File: config.mk
export PLATFORM = sky130hd
export DESIGN_NAME = io_cmd_sequencer
export DESIGN_NICKNAME = d
export VERILOG_FILES = /design/src/rtl/io_cmd_sequencer.sv
export SDC_FILE = /design/constraint.sdc
export NUM_CORES = 1
export LEC_CHECK = 0
export ABC_AREA = 1
export CAP_MARGIN = 30
export CORE_MARGIN = 4
export CORE_UTILIZATION = 40
export CTS_CLUSTER_DIAMETER = 200
export DETAILED_ROUTE_END_ITERATION = 7
export SLEW_MARGIN = 20
export SYNTH_ARGS = -nofsm -noshare
export SYNTH_HDL_FRONTEND = slang
export SYNTH_SLANG_ARGS = --single-unit
File: constraint.sdc
create_clock -name CLK -period 2.17 [get_ports CLK]
set_clock_uncertainty 0.1 [all_clocks]
set_input_delay 0.217 -clock CLK [delete_from_list [all_inputs] [get_ports CLK]]
set_output_delay 0.217 -clock CLK [all_outputs]
set_load 0.02 [all_outputs]
File: src/rtl/io_cmd_sequencer.sv
// Command sequencer between the I/O block and the ALU: assembles operands/opcode from
// button presses and runs a start/done handshake with timeout. Optional: CMD_CHAIN_EN.
module io_cmd_sequencer #(
  parameter int unsigned TIMEOUT_CYCLES = 1000,
  parameter int unsigned TO_W           = 16
) (
  input  logic       CLK,
  input  logic       RST_N,
  input  logic [3:0] User_Input0,
  input  logic [3:0] User_Input1,
  input  logic       alu_done,
  input  logic [7:0] alu_result,
  input  logic       alu_overflow,
  input  logic       alu_underflow,
  output logic [3:0] Operand_A,
  output logic [3:0] Operand_B,
  output logic [3:0] Opcode,
  output logic       alu_start,
  output logic [7:0] Result,
  output logic       overflow,
  output logic       underflow,
  output logic [3:0] State
);

  typedef enum logic [3:0] {
    S_IDLE      = 4'h0,
    S_A_LOADED  = 4'h1,
    S_B_LOADED  = 4'h2,
    S_OP_LOADED = 4'h3,
    S_BUSY      = 4'h4,
    S_DONE      = 4'h5,
    S_ERROR     = 4'hF
  } state_t;

  localparam logic [TO_W-1:0] TO_LAST = TO_W'(TIMEOUT_CYCLES - 1);

  state_t          state_q, state_d;
  logic [3:0]      btn_q, rise_q;
  logic [TO_W-1:0] to_cnt;
  logic            press_a, press_b, press_op, press_go;
  logic            ld_a, ld_b, ld_op, ld_chain, launch, capture, to_inc;

  assign State = state_q;

  // A press counts only when exactly one button rose in that cycle.
  assign press_a  = (rise_q == 4'b0001);
  assign press_b  = (rise_q == 4'b0010);
  assign press_op = (rise_q == 4'b0100);
  assign press_go = (rise_q == 4'b1000);

  always_ff @(posedge CLK or negedge RST_N) begin
    if (!RST_N) begin
      btn_q  <= '1;
      rise_q <= '0;
    end else begin
      btn_q  <= User_Input1;
      rise_q <= User_Input1 & ~btn_q;
    end
  end

  always_ff @(posedge CLK or negedge RST_N) begin
    if (!RST_N) state_q <= S_IDLE;
    else        state_q <= state_d;
  end

  always_comb begin
    state_d  = state_q;
    ld_a     = 1'b0;
    ld_b     = 1'b0;
    ld_op    = 1'b0;
    ld_chain = 1'b0;
    launch   = 1'b0;
    capture  = 1'b0;
    to_inc   = 1'b0;
    case (state_q)
      S_BUSY: begin
        // The start cycle cannot carry a valid done; done beats the terminal count.
        if (alu_done && !alu_start) begin
          capture = 1'b1;
          state_d = S_DONE;
        end else if (to_cnt == TO_LAST) begin
          state_d = S_ERROR;
        end else begin
          to_inc = 1'b1;
        end
      end
      default: begin
        if (press_a) begin
          ld_a    = 1'b1;
          state_d = S_A_LOADED;
        end else if (press_b && state_q == S_A_LOADED) begin
          ld_b    = 1'b1;
          state_d = S_B_LOADED;
`ifdef CMD_CHAIN_EN
        end else if (press_b && state_q == S_DONE) begin
          ld_chain = 1'b1;
          state_d  = S_B_LOADED;
`endif
        end else if (press_op && state_q == S_B_LOADED) begin
          ld_op   = 1'b1;
          state_d = S_OP_LOADED;
        end else if (press_go && (state_q == S_OP_LOADED || state_q == S_DONE)) begin
          launch  = 1'b1;
          state_d = S_BUSY;
        end
      end
    endcase
  end

  always_ff @(posedge CLK or negedge RST_N) begin
    if (!RST_N) begin
      Operand_A <= '0;
      Operand_B <= '0;
      Opcode    <= '0;
      alu_start <= 1'b0;
      Result    <= '0;
      overflow  <= 1'b0;
      underflow <= 1'b0;
      to_cnt    <= '0;
    end else begin
      alu_start <= launch;
      if (launch)      to_cnt <= '0;
      else if (to_inc) to_cnt <= to_cnt + 1'b1;
      if (ld_a) Operand_A <= User_Input0;
      if (ld_b) Operand_B <= User_Input0;
      if (ld_chain) begin
        Operand_A <= Result[3:0];
        Operand_B <= User_Input0;
      end
      if (ld_op) Opcode <= User_Input0;
      if (capture) begin
        Result    <= alu_result;
        overflow  <= alu_overflow;
        underflow <= alu_underflow;
      end
    end
  end

endmodule

==> flow_summary.rst <==
.. list-table::
   :header-rows: 1

   * - Metric
     - Value
   * - Outcome
     - finished clean
   * - Number of global-route vias before repair
     - 2025
   * - CP top delay family
     - buffers and inverters
   * - Number of inserted filler cells in the final layout
     - 609
   * - Count of vias placed by the detailed router
     - 2172
   * - TNS Setup
     - 0 ns
   * - CP max-delay cell
     - sky130_fd_sc_hd__clkdlybuf4s50_1
   * - Buffers added on ports
     - 47
   * - Count of buffer and inverter cells on the critical path
     - 1
   * - Overall power after layout
     - 3.660 mW
   * - Primary FF master, synth
     - sky130_fd_sc_hd__dfrtp_1
   * - WL final
     - 5528 um
   * - Final critical-path required period
     - 1.809 ns
   * - Post-detail-place hpwl
     - around 4300 um
   * - Wire length of the first global-routing pass
     - around 9300 um
   * - Final hold viol count
     - 0
   * - Portion of the post-synthesis area used by sequential elements
     - 48.10%
   * - Internal
     - 2.264 mW
   * - WS Path Type
     - reg2out
   * - Post-Synthesis Cells
     - ~330
   * - Count of different cell masters after synthesis
     - 27
   * - Number of setup violations in the final report
     - 0
   * - Warnings from Yosys
     - 0
   * - Number of nets in the layout
     - 404
   * - Mean routed wirelength per cell
     - 12.02 um
   * - Fraction of power spent switching nets
     - a little under two fifths
   * - Leading post-synthesis cells by cell area
     - sky130_fd_sc_hd__dfrtp_1 44%, sky130_fd_sc_hd__nand2_1 14%, sky130_fd_sc_hd__nor2_1 5.5%
   * - DRC violation count after routing
     - 0
   * - Number of enable-type register cells in the synthesized netlist
     - 0
   * - Leakage dissipation
     - between 1.5 and 2 nW
   * - Root Driver
     - sky130_fd_sc_hd__clkbuf_8
   * - Sequential cell fraction of total power
     - 39.0%
   * - Post-route antenna net violation count
     - 0
   * - Area of the die
     - 0.008029 mm2
   * - Die extent in y
     - 89.61 um
   * - Share of the synthesized area in the top cell type
     - 44.15%
   * - Max FO, Critical Path
     - 8
   * - Total standard cell area after synthesis
     - ~0.0027 mm2
   * - Worst IR drop on VDD
     - 0.3708 mV
   * - Unrepaired setup endpoints after global routing
     - no
   * - Part of the power in combinational logic
     - ~45%
   * - Fraction of synthesis flops using an asynchronous set or reset pin
     - 100.0%
   * - Horizontal extent of the die
     - ~90 um
   * - Series of cell instances along the critical path
     - clkdlybuf4s50_1
   * - Final weighted congestion of routability-driven global placement
     - a little over 0.8
   * - Insertion delay to the later sink of the worst-skew pair
     - 0.30 ns
   * - Clock input transition at the sequential cells of the worst setup and hold paths
     - ~0.09 ns
   * - Number of CTS-inserted buffers
     - 5
   * - Number of antenna diodes
     - 0
   * - Power per standard cell area
     - 1099 mW/mm2
   * - Critical Path AT
     - 1.49 ns
   * - Maximum number of pins on one net before global-route repair
     - 29
   * - Starting density of the core
     - 41.48%
   * - Maximum clock frequency
     - 552.8 MHz
   * - Via count normalized by instance count
     - between 4 and 5
   * - Number of DRC markers in iteration 0
     - 84
   * - Number of max-slew violations in the final report
     - 0
   * - Tightest Pin Transition
     - 0.5621 ns
   * - Clock sink total
     - 51
   * - Worst EP required
     - 1.85 ns
   * - Critical Path Source Type
     - flip-flop
   * - Slew margin rel.
     - 62.53%
   * - Fraction of final layout cells sized beyond drive strength 1
     - 15.14%
   * - Yosys reg bits
     - 51
   * - Avg Cell Area, Syn
     - 8.121 um2
   * - Antenna violations before repair
     - 0
   * - CTS tree
     - yes
   * - Synth Net Count
     - 350
   * - Switching power
     - 1.395 mW
   * - Post-cts gate resize count
     - 0
   * - Global-route usage over all layers
     - approximately 15%
   * - IO Pins
     - 48
   * - Rows
     - 29
   * - Cell type contributing the most total cell area after synthesis
     - sky130_fd_sc_hd__dfrtp_1
   * - Fraction of the cycle the final worst path needs
     - 83.37%
   * - Post-synthesis to final-layout area growth
     - 25.04%
   * - Deepest clock path buffer count
     - 2
   * - Residual overflow from global routing
     - 0
   * - Core outline area
     - 0.006422 mm2
   * - Endpoint class of the critical path
     - primary output
   * - Longest individual stage delay on the worst path
     - 0.67 ns
   * - DRT Pass-1 Iters
     - 4
   * - Path type of the worst min-delay path
     - in2reg
   * - Number of max-capacitance violations reported
     - 0
   * - Clk network pwr share
     - 16.3%
   * - CTS H-tree depth
     - 2
state kept, by name (all words and copies together), names as in the netlist, 4 cells and up:
register,flops
to_cnt,16
Result,8
btn_q,4
Opcode,4
Operand_B,4
rise_q,4
Operand_A,4
State,4
placed cells by master (no fill, tap or decap), types with 4 or more instances in the layout:
cell type,netlist,layout
sky130_fd_sc_hd__o21ai_0,14,14
sky130_fd_sc_hd__mux2_2,10,10
sky130_fd_sc_hd__clkbuf_8,0,7
sky130_fd_sc_hd__nand3_1,18,18
sky130_fd_sc_hd__xor2_1,4,4
sky130_fd_sc_hd__inv_2,4,4
sky130_fd_sc_hd__nand4_1,14,14
sky130_fd_sc_hd__dfrtp_1,47,47
sky130_fd_sc_hd__nand2_1,99,99
sky130_fd_sc_hd__nand2_2,16,16
sky130_fd_sc_hd__clkdlybuf4s50_1,0,46
sky130_fd_sc_hd__dfstp_2,4,4
sky130_fd_sc_hd__nor2_2,4,4
sky130_fd_sc_hd__nor2_1,39,39
sky130_fd_sc_hd__inv_1,37,37
cells by family after synthesis:
group                      synth area share, %
DFF                                      48.10
xor gates and xnor gates                 1.315
adders and majority gates               0.4696
muxes                                    4.227
and+or+nand+nor                          34.43
buffers and inverters                    7.139
AOI/OAI and AO/OA                        4.322
routing by layer:
metal | GRT usage, % | up-vias | share of wire (%)
met3 | 3.376 | 4 | 7.0
met2 | 22.41 | 56 | 41
met4 | 3.248 | 0 | 0.80
met1 | 21.11 | 974 | 51
met5 | 0 | - | 0
li1 | - | 1138 | -
per-stage QoR:
| stage | utilization [%] | std cells | instance area (um2) | hold WS (ns) | worst slack (ns) |
|---|---|---|---|---|---|
| 2_1_floorplan | - | 328 | 2664 | -0.1786 | 0.5624 |
| 3_3_place_gp | 50.09 | 451 | 3217 | 0.1473 | 0.4389 |
| 3_5_place_dp | 50.09 | 451 | 3217 | 0.1492 | 0.4118 |
| 4_1_cts | 51.86 | 460 | 3331 | 0.2281 | 0.3365 |
| 5_1_grt | 51.86 | 460 | 3331 | 0.2219 | 0.2299 |
| 6_report | 51.86 | 460 | 3331 | 0.2397 | 0.3609 |
Yosys cell counts, types with 4 or more instances:
cell / number
sky130_fd_sc_hd__dfrtp_1: 47
sky130_fd_sc_hd__mux2_2: 10
sky130_fd_sc_hd__xor2_1: 4
sky130_fd_sc_hd__nor2_2: 4
sky130_fd_sc_hd__nand4_1: 14
sky130_fd_sc_hd__nand3_1: 18
sky130_fd_sc_hd__nand2_2: 16
sky130_fd_sc_hd__inv_1: 37
sky130_fd_sc_hd__nand2_1: 99
sky130_fd_sc_hd__dfstp_2: 4
sky130_fd_sc_hd__nor2_1: 39
sky130_fd_sc_hd__o21ai_0: 14
sky130_fd_sc_hd__inv_2: 4
layout make-up:
type / count / area [um2] / area share [%]
Sequential cell: 51 / 1281 / 38.47
Multi-Input combinational cell: 233 / 1192 / 35.80
Timing Repair Buffer: 50 / 503.0 / 15.10
Inverter: 41 / 153.9 / 4.621
Clock buffer: 7 / 96.34 / 2.893
Tap cell: 77 / 96.34 / 2.893
Clock inverter: 1 / 7.507 / 0.2254
power by group through the flow:
stage / Clock, mW / Combinational, mW / Sequential, mW
2_1_floorplan: 0 / 0.741 / 1.71
3_3_place_gp: 0 / 1.63 / 1.44
3_5_place_dp: 0 / 1.65 / 1.45
4_1_cts: 0.621 / 1.66 / 1.43
5_1_grt: 0.669 / 1.78 / 1.47
6_report: 0.598 / 1.63 / 1.43
final timing paths:
path | start | endpoint | slack [ns] | cells after the start
worst max-delay path | State[1] | State[1] | 0.36 | 1
worst min-delay path | User_Input1[3] | btn_q[3] | 0.24 | 1
worst max register to register | to_cnt[0] | to_cnt[5] | 0.41 | 9
worst min register to register | btn_q[1] | rise_q[1] | 0.38 | 1
max in group asynchronous | RST_N | btn_q[2] | 1.03 | 3
min in group asynchronous | RST_N | Operand_B[2] | 0.34 | 2
timing repair:
action | 4_1_cts | 5_1_grt
endpoints found under the hold margin | 21 | 0
setup buffers | 0 | 0
hold buffers | 1 | 0
(Power assumes the default switching activity.)
